**src/rtl/pipeline_hazard_ctrl.sv**
```systemverilog
// Pipeline hazard controller: orders memory freeze, branch redirect,
// load-use stall and fetch handshaking into one priority decision per cycle.
// Two flags persist between cycles: ost (a fetch is outstanding) and drop
// (the next fetch response belongs to a squashed path).
// Optional build macro HAZARD_PERF_CNT_EN adds stall/flush event counters.
module pipeline_hazard_ctrl (
    input  logic        clk_i,
    input  logic        rst_ni,
    output logic        imem_req_o,
    input  logic        imem_valid_i,
    input  logic [4:0]  id_rs1_i,
    input  logic [4:0]  id_rs2_i,
    input  logic [4:0]  id_ex_rd_i,
    input  logic        id_ex_mem_read_i,
    input  logic        branch_taken_i,
    input  logic        dmem_busy_i,
    output logic        pc_write_o,
    output logic        if_id_write_o,
    output logic        if_id_flush_o,
    output logic        id_ex_write_o,
    output logic        id_ex_flush_o,
`ifdef HAZARD_PERF_CNT_EN
    output logic [31:0] stall_cnt_o,
    output logic [31:0] flush_cnt_o,
`endif
    output logic [1:0]  state_o
);
    // Handshake: imem_req_o is a one-cycle request at the current PC; the
    // memory then raises imem_valid_i and holds it (with its data) until a
    // cycle in which this block consumes it (branch, write or drop case).

    localparam logic [1:0] ST_RUN        = 2'b00;
    localparam logic [1:0] ST_FETCH_WAIT = 2'b01;
    localparam logic [1:0] ST_DRAIN      = 2'b10;
    localparam logic [1:0] ST_MEM_WAIT   = 2'b11;

    logic r_ost;
    logic r_drop;
    logic r_busy_q;

    logic w_load_use;
    logic w_consume;
    logic w_set_drop;
    logic w_clr_drop;
    logic w_stall_evt;
    logic w_flush_evt;

    assign w_load_use = id_ex_mem_read_i && (id_ex_rd_i != 5'd0) &&
                        ((id_ex_rd_i == id_rs1_i) || (id_ex_rd_i == id_rs2_i));

    // Priority decision: first matching case drives the control outputs.
    always_comb begin
        imem_req_o    = 1'b0;
        pc_write_o    = 1'b0;
        if_id_write_o = 1'b0;
        if_id_flush_o = 1'b0;
        id_ex_write_o = 1'b0;
        id_ex_flush_o = 1'b0;
        w_consume     = 1'b0;
        w_set_drop    = 1'b0;
        w_clr_drop    = 1'b0;
        w_stall_evt   = 1'b0;
        w_flush_evt   = 1'b0;
        if (!rst_ni) begin
            // everything held low while in reset
        end else if (dmem_busy_i) begin
            // freeze: nothing moves, pending response stays pending
            w_stall_evt = 1'b1;
        end else if (branch_taken_i) begin
            pc_write_o    = 1'b1;
            if_id_flush_o = 1'b1;
            id_ex_flush_o = 1'b1;
            id_ex_write_o = 1'b1;
            w_flush_evt   = 1'b1;
            if (imem_valid_i) begin
                // wrong-path response discarded; nothing else is in flight
                w_consume  = 1'b1;
                w_clr_drop = 1'b1;
            end else if (r_ost) begin
                w_set_drop = 1'b1;
            end
        end else if (w_load_use) begin
            id_ex_flush_o = 1'b1;
            id_ex_write_o = 1'b1;
            w_stall_evt   = 1'b1;
        end else if (imem_valid_i && !r_drop) begin
            if_id_write_o = 1'b1;
            imem_req_o    = 1'b1;
            pc_write_o    = 1'b1;
            id_ex_write_o = 1'b1;
            w_consume     = 1'b1;
        end else if (imem_valid_i) begin
            if_id_flush_o = 1'b1;
            imem_req_o    = 1'b1;
            pc_write_o    = 1'b1;
            id_ex_write_o = 1'b1;
            w_consume     = 1'b1;
            w_clr_drop    = 1'b1;
        end else if (r_ost) begin
            if_id_flush_o = 1'b1;
            id_ex_write_o = 1'b1;
        end else begin
            imem_req_o    = 1'b1;
            pc_write_o    = 1'b1;
            if_id_flush_o = 1'b1;
            id_ex_write_o = 1'b1;
        end
    end

    // Outstanding/drop flags and last-cycle memory-busy history.
    always_ff @(posedge clk_i or negedge rst_ni) begin
        if (!rst_ni) begin
            r_ost    <= 1'b0;
            r_drop   <= 1'b0;
            r_busy_q <= 1'b0;
        end else begin
            r_busy_q <= dmem_busy_i;
            // a new request wins over a consume in the same cycle
            if (imem_req_o) begin
                r_ost <= 1'b1;
            end else if (w_consume) begin
                r_ost <= 1'b0;
            end
            if (w_set_drop) begin
                r_drop <= 1'b1;
            end else if (w_clr_drop) begin
                r_drop <= 1'b0;
            end
        end
    end

    // Debug state derived from the flags and the busy history.
    always_comb begin
        state_o = ST_RUN;
        if (r_busy_q) begin
            state_o = ST_MEM_WAIT;
        end else if (r_ost && r_drop) begin
            state_o = ST_DRAIN;
        end else if (r_ost) begin
            state_o = ST_FETCH_WAIT;
        end
    end

`ifdef HAZARD_PERF_CNT_EN
    logic [31:0] r_stall_cnt;
    logic [31:0] r_flush_cnt;

    // Event counters: stall = freeze or load-use, flush = branch redirect.
    always_ff @(posedge clk_i or negedge rst_ni) begin
        if (!rst_ni) begin
            r_stall_cnt <= 32'd0;
            r_flush_cnt <= 32'd0;
        end else begin
            if (w_stall_evt) begin
                r_stall_cnt <= r_stall_cnt + 32'd1;
            end
            if (w_flush_evt) begin
                r_flush_cnt <= r_flush_cnt + 32'd1;
            end
        end
    end

    assign stall_cnt_o = r_stall_cnt;
    assign flush_cnt_o = r_flush_cnt;
`else
    logic w_unused_evt;
    assign w_unused_evt = w_stall_evt ^ w_flush_evt;
`endif

endmodule

```
**config.mk**
```make
export PLATFORM = sky130hd
export DESIGN_NAME = pipeline_hazard_ctrl
export DESIGN_NICKNAME = d
export VERILOG_FILES = /design/src/rtl/pipeline_hazard_ctrl.sv
export SDC_FILE = /design/constraint.sdc
export NUM_CORES = 1
export LEC_CHECK = 0
export ABC_AREA = 1
export BUFFER_PORTS_ARGS = -buffer_cell sky130_fd_sc_hd__buf_2
export CAP_MARGIN = 20
export CORE_AREA = 2 2 39 41
export CTS_CLUSTER_SIZE = 30
export DETAILED_ROUTE_END_ITERATION = 16
export DIE_AREA = 0 0 41 43
export GPL_ROUTABILITY_DRIVEN = 0
export PLACE_DENSITY_LB_ADDON = 0.3
export SETUP_SLACK_MARGIN = 0.4
export SYNTH_ARGS = -nofsm -noshare
export SYNTH_HDL_FRONTEND = slang
export SYNTH_SLANG_ARGS = --single-unit
```
**constraint.sdc**
```tcl
create_clock -name clk_i -period 1.4 [get_ports clk_i]
set_input_delay 0.07 -clock clk_i [delete_from_list [all_inputs] [get_ports clk_i]]
set_output_delay 0.07 -clock clk_i [all_outputs]
set_load 0.05 [all_outputs]
```
==> results of run 1 <==
[through the flow]
step	utilization (%)	power (mW)	cells	hold WS (ns)
2_1_floorplan	-	0.263	85	-0.226
3_3_place_gp	45.0	0.328	129	-0.0764
3_5_place_dp	45.0	0.333	129	-0.0760
4_1_cts	57.1	0.567	138	0.103
5_1_grt	59.9	0.648	139	0.0922
6_report	59.9	0.596	139	0.0995
[layer usage]
layer / GRT usage, % / vias up / part of all wire, %
met2: 27.5 / 19 / 58
met4: 8.00 / 0 / 2.0
met1: 13.7 / 252 / 35
li1: - / 322 / -
met5: 0 / - / 0
met3: 3.14 / 3 / 4.8
[report_power, final]
part           internal, mW  leakage (nW)  switching (mW)
logic                 0.144         0.429           0.180
registers             0.101        0.0353          0.0151
clock network         0.107        0.0150          0.0489
[cell usage after synthesis (all sizes together)]
cell | number | area share, %
dfrtp | 3 | 18
nand4 | 1 | 1.5
nand3 | 7 | 9.6
a21oi | 1 | 1.2
o21ai | 2 | 2.4
inv | 22 | 20
nand2 | 35 | 33
nor2 | 12 | 11
xnor2 | 2 | 4.2
[critical path: cells and delay by family, from the launching register on]
| kind | cells | cell delay [ns] |
|---|---|---|
| buffers and inverters | 3 | 0.31 |
| DFF | 1 | 0.39 |
| and+or+nand+nor | 3 | 0.22 |
[timing repair]
| item | 4_1_cts | 5_1_grt |
|---|---|---|
| hold buffers | 2 | 0 |
| resized for setup | 30 | 10 |
| setup buffers | 3 | 1 |
| endpoints found under the setup margin | 7 | 7 |
| pin swaps | 13 | 4 |
| hold endpoints to repair | 4 | 0 |
[area by class of cell]
cell class / instances / area (sq um) / share of cell area (%)
tap: 16 / 20.0 / 2.41
sequential: 3 / 76.3 / 9.20
timing repair buffer: 34 / 272 / 32.7
multi-input combinational: 60 / 333 / 40.1
inverter: 22 / 103 / 12.4
clock buffer: 4 / 26.3 / 3.17
[logic make-up after synthesis]
family | share of synthesized area, %
and+or+nand+nor | 54.5
xor gates and xnor gates | 4.19
buffers and inverters | 19.8
DFF | 18.0
AOI/OAI and AO/OA | 3.59
[final timing paths]
path,depth (start not counted),slack (ns),endpoint
worst min-delay path,3,0.1,r_drop$_DFFE_PN0P_
min in group asynchronous,2,0.31,r_busy_q$_DFF_PN0_
worst max-delay path,6,0.17,imem_req_o
worst max register to register,5,0.56,r_ost$_DFFE_PN0P_
max in group asynchronous,2,0.93,r_drop$_DFFE_PN0P_
worst min register to register,2,0.59,r_drop$_DFFE_PN0P_
[sequential cells by signal, summed over array words and instances (netlist names)]
signal / flops
r_drop: 1
r_ost: 1
r_busy_q: 1
==> impl_metrics.csv, run 1 <==
group,metric,value,unit
power,ir_drop,0.244,mV
sta,maxSlewHeadroom,83.1,%
sta,finalHoldViolCount,0,
clocking,cts_root_buf,"clkbuf_4",
finish,layout_commonest_cell,"nand2_1",
run_status,status,"finished clean",
logic_synthesis,ys_seq_area_share,18.0,%
floorplan,fp.coreArea,0.00138,sq mm
detailed_routing,via_per_inst,4.29,
detailed_routing,vias,596,
floorplan,die_w,41,um
clocking,clk_latency,0.24,ns
min_path,min_path_type,"primary input to flop",
clocking,clk_pin_slew,0.04,ns
logic_synthesis,synth_area_per_cell,4.92,sq um
min_path,min_from,"branch_taken_i",
sta,drv_slew,0,
floorplan,initial_utilization,30.2,%
logic_synthesis,yosysWarnings,0,
placed_design,placed_cell_area,623,sq um
clocking,cts_tree,"done",
floorplan,rows,14,
setup_path,startpoint_type,"flop",
setup_path,critical-path-max-stage-delay,0.39,ns
finish,final_net_count,145,
finish,area_delta_synth_final,98.5,%
clocking,cts_inserted_buffers,3,
global_route,track_usage,14.9,%
global_route,antenna_found_initial,0,
clocking,ctsHtreeMaxLevel,1,
detailed_routing,drc,0,
finish,diodes,0,
finish,drive_gt1_share,49.6,%
global_route,grt_pass1_vias,531,
detailed_routing,drt_iter0_drc,4,
setup_path,cp_cell_sequence,"inv_2 > nor2_4 > nor2_2 > nand3_2 > clkinvlp_4 > buf_8",
detailed_routing,first_pass_iters,2,
setup_path,cp.arrival,1.16,ns
placed_design,place_hpwl,900,um
setup_path,worst_path_max_delay_cell,"dfrtp_1",
detailed_routing,antenna_left,0,
global_route,grt_pass1_wl,1.81,mm
sta,max_freq,0.812,GHz
detailed_routing,wl_per_cell,8.69,um
sta,setup_viol,0,
sta,clock_skew,0.000145,ns
clocking,clockBufferDepth,2,
placed_design,io_buffers,28,
setup_path,worstSetupPathType,"flop to primary output",
finish,final_cell_area,830,sq um
setup_path,cp-startpoint,"r_ost$_DFFE_PN0P_",
setup_path,critPathCaptureType,"primary output",
job,cap_violations,0,
logic_synthesis,synth_fp_nets,106,
setup_path,timing.rr.start,"r_ost$_DFFE_PN0P_",
floorplan,die_y,43,um
global_route,grt-ovfl-total,0,
floorplan,die_area,0.00176,sq mm
finish,most-common-layout-cells,"29 x nand2_1, 18 x buf_2, 14 x inv_1, 9 x buf_6, 6 x nor2_1",
global_route,grt_max_degree,7,
sta,fin_crit,1.23,ns
power,p_leak,0.480,nW
power,p_per_area,719,mW/mm^2
sta,tightest_slew,0.256,ns
logic_synthesis,synth_area,418,sq um
sta,fin_crit_sh,87.9,%
logic_synthesis,synth-seq-cells,3,
setup_path,worstPathRequired,1.33,ns
floorplan,boundaryPins,29,
sta,grt_setup_unrepaired,"true",
logic_synthesis,yosysUniqueCellTypes,12,
sta,setup_ws,0.169,ns
sta,tns,0,ns
placed_design,dp_slack,0.136,ns
clocking,cts.sinks,3,
setup_path,crit_fanout,3,
finish,nFillCells,136,
logic_synthesis,synthCells,85,
detailed_routing,finalWirelength,1.21,mm
No activity file was read; power rests on OpenSTA's default activity.
==> run 2, diff against run 1 <==
--- a/config.mk
+++ b/config.mk
@@ -5,7 +5,6 @@
 export SDC_FILE = /design/constraint.sdc
 export NUM_CORES = 1
 export LEC_CHECK = 0
-export ABC_AREA = 1
 export BUFFER_PORTS_ARGS = -buffer_cell sky130_fd_sc_hd__buf_2
 export CAP_MARGIN = 20
 export CORE_AREA = 2 2 39 41
==> run 2 against run 1 <==
Compared with the run above: the run now ends with setup timing left; cell area is 1.2% higher; final cell count decreased by 22%; critical path depth decreased by 1; flip-flop and latch count stayed put; clock-buffer cell count did not move; critical endpoint is now if_id_write_o; total power is 0.58% lower; non-clock buffer count grew 7; fmax down 19%; wire length is 1.9% higher; clock skew about the same; sequential share of layout area decreased by 0.11 points; clock power decreased by 4%.
==> impl_metrics.csv, run 2 <==
group,metric,value,unit
power,power_frac_comb,55.9,%
setup_path,worst_path_max_delay_cell,"or4_4",
run_status,status,"complete, but fails checks",
placed_design,place_hpwl,902,um
sta,clock_skew,0.0000139,ns
finish,reg_top3,"r_busy_q: 1 flops, r_drop: 1 flops, r_ost: 1 flops",
min_path,min_path_type,"primary input to asynchronous set/reset pin",
logic_synthesis,synth_fp_nets,69,
power,p_leak,0.361,nW
global_route,antenna_found_initial,0,
global_route,grt-ovfl-total,0,
finish,most-common-layout-cells,"19 x buf_2, 11 x buf_6, 10 x xnor2_1, 7 x buf_4",
logic_synthesis,synth_area,372,sq um
floorplan,die_area,0.00176,sq mm
sta,setup_ws,-0.122,ns
setup_path,cp_cell_sequence,"buf_6 > or4_4 > o21a_4 > a2111oi_4 > buf_6",
floorplan,initial_utilization,26.9,%
global_route,track_usage,15.5,%
logic_synthesis,yosys.area.top_type,"xnor2_1",
setup_path,worstPathRequired,1.33,ns
floorplan,boundaryPins,29,
floorplan,rows,14,
sta,fin_crit,1.52,ns
placed_design,io_buffers,28,
placed_design,dp_cells,99,
clocking,clockBufferDepth,2,
sta,fin_crit_sh,109,%
job,cap_violations,0,
finish,diodes,0,
placed_design,placed_cell_area,659,sq um
global_route,grt_max_degree,11,
setup_path,cp.arrival,1.45,ns
detailed_routing,drc,0,
logic_synthesis,synth_area_leaders,"xnor2_1 24%, dfrtp_1 20%, nand3_1 5.4%",
clocking,ctsHtreeMaxLevel,1,
logic_synthesis,synth_edf_count,0,
logic_synthesis,synth_area_per_cell,7.74,sq um
logic_synthesis,async_reset_ff_share,100,%
finish,layout_commonest_cell,"buf_2",
floorplan,fp.coreArea,0.00138,sq mm
logic_synthesis,synthCells,48,
finish,final_cell_area,840,sq um
sta,maxSlewHeadroom,82.1,%
clocking,clk_pin_slew,0.04,ns
detailed_routing,vias,521,
finish,area_delta_synth_final,126,%
logic_synthesis,ys_seq_area_share,20.2,%
detailed_routing,antenna_left,0,
power,p_switching,0.227,mW
floorplan,die_w,41,um
sta,max_freq,0.657,GHz
logic_synthesis,yosysMostFrequentCell,"xnor2_1",
sta,grt_setup_unrepaired,"true",
setup_path,rrSetupSlack,0.34,ns
sta,finalHoldViolCount,0,
clocking,cts_root_buf,"clkbuf_4",
clocking,cts.sinks,3,
run_status,violations,"setup timing",
power,ir_drop,0.579,mV
detailed_routing,drt_iter0_drc,6,
floorplan,die_y,43,um
logic_synthesis,yosysWarnings,0,
power,p_int,0.366,mW
power,power.total,0.593,mW
clocking,clk_latency,0.22,ns
clocking,cts_inserted_buffers,3,
global_route,grt_pass1_wl,1.95,mm
finish,final_net_count,114,
finish,drive_gt1_share,63.0,%
power,pwr-share-clk,25.3,%
detailed_routing,finalWirelength,1.23,mm
logic_synthesis,yosysUniqueCellTypes,22,
power,p_per_area,706,mW/mm^2
sta,drv_slew,0,
setup_path,worst_path_most_repeated_cell,"buf_6",
logic_synthesis,synth-seq-cells,3,
setup_path,worstSetupPathType,"primary input to primary output",
clocking,cts_tree,"done",
detailed_routing,wl_per_cell,11.4,um
power,p_seq_share,18.8,%
global_route,grt_pass1_vias,522,
power,swShare,38.2,%
setup_path,crit_fanout,2,
setup_path,critical-path-max-stage-delay,0.55,ns
sta,hold_slack,0.196,ns
logic_synthesis,yosys-top-cells-count,"10 x xnor2_1, 4 x nand2_1, 4 x nand3_1",
finish,final_cells,108,
detailed_routing,first_pass_iters,4,
logic_synthesis,ys.flop_type,"dfrtp_1",
sta,tightest_slew,0.266,ns
detailed_routing,via_per_inst,4.82,
sta,setup_viol,3,
setup_path,worst-path-buf-inv,2,
logic_synthesis,synth.top_cell.area_share,23.6,%
setup_path,startpoint_type,"primary input",
setup_path,cpLargestDelayFamily,"simple AND/OR/NAND/NOR gates",
setup_path,critPathCaptureType,"primary output",
-- run 2: per-layer routing --
metal	global-route usage, %	vias up	wire length (um)
met5	0	-	0
met4	6.00	0	17
met3	0	2	40
met2	29.7	17	687
met1	16.3	241	485
li1	-	261	-
-- run 2: final cells by class --
cell class                 count  area [sq um]
fill                         132           544
multi-input combinational     41           384
timing repair buffer          41           322
sequential                     3          76.3
clock buffer                   4          26.3
tap                           16          20.0
inverter                       3          11.3
-- run 2: repair_timing --
action	in CTS	in global routing
buffers inserted	2	1
endpoints found under the setup margin	9	9
pin swaps	5	5
endpoints found under the hold margin	4	0
hold buffers	2	0
resized for setup	25	7
-- run 2: kinds of logic (layout without fill, tap and decap cells) --
family | count (synthesis) | count (layout) | synth area share [%]
buffers and inverters | 4 | 48 | 4.38
and+or+nand+nor | 15 | 15 | 20.2
AOI/OAI and AO/OA | 16 | 16 | 31.6
xor gates and xnor gates | 10 | 10 | 23.6
DFF | 3 | 3 | 20.2
-- run 2: power groups by stage --
stage / logic [mW] / registers (mW) / clock network [mW]
after floorplan: 0.163 / 0.107 / 0
after global placement: 0.248 / 0.109 / 0
after detailed placement: 0.252 / 0.110 / 0
after CTS: 0.305 / 0.110 / 0.155
after global routing: 0.355 / 0.113 / 0.161
final: 0.331 / 0.112 / 0.150
-- run 2: stage by stage --
stage	setup TNS (ns)	worst slack [ns]	utilization, %
floorplan	-0.244	-0.202	-
global placement	-0.806	-0.198	47.6
detailed placement	-0.843	-0.199	47.6
CTS	-0.235	-0.132	58.0
global route	-0.311	-0.164	60.7
finish	-0.174	-0.122	60.7
-- run 2: final timing paths --
kind	startpoint	to	depth (start not counted)
min	rst_ni	r_busy_q$_DFF_PN0_	2
min reg2reg	r_ost$_DFFE_PN0P_	r_ost$_DFFE_PN0P_	2
min in group clk_i	imem_valid_i	r_ost$_DFFE_PN0P_	4
max	id_ex_rd_i[1]	if_id_write_o	5
max in group asynchronous	rst_ni	r_ost$_DFFE_PN0P_	2
max reg2reg	r_drop$_DFFE_PN0P_	r_drop$_DFFE_PN0P_	3
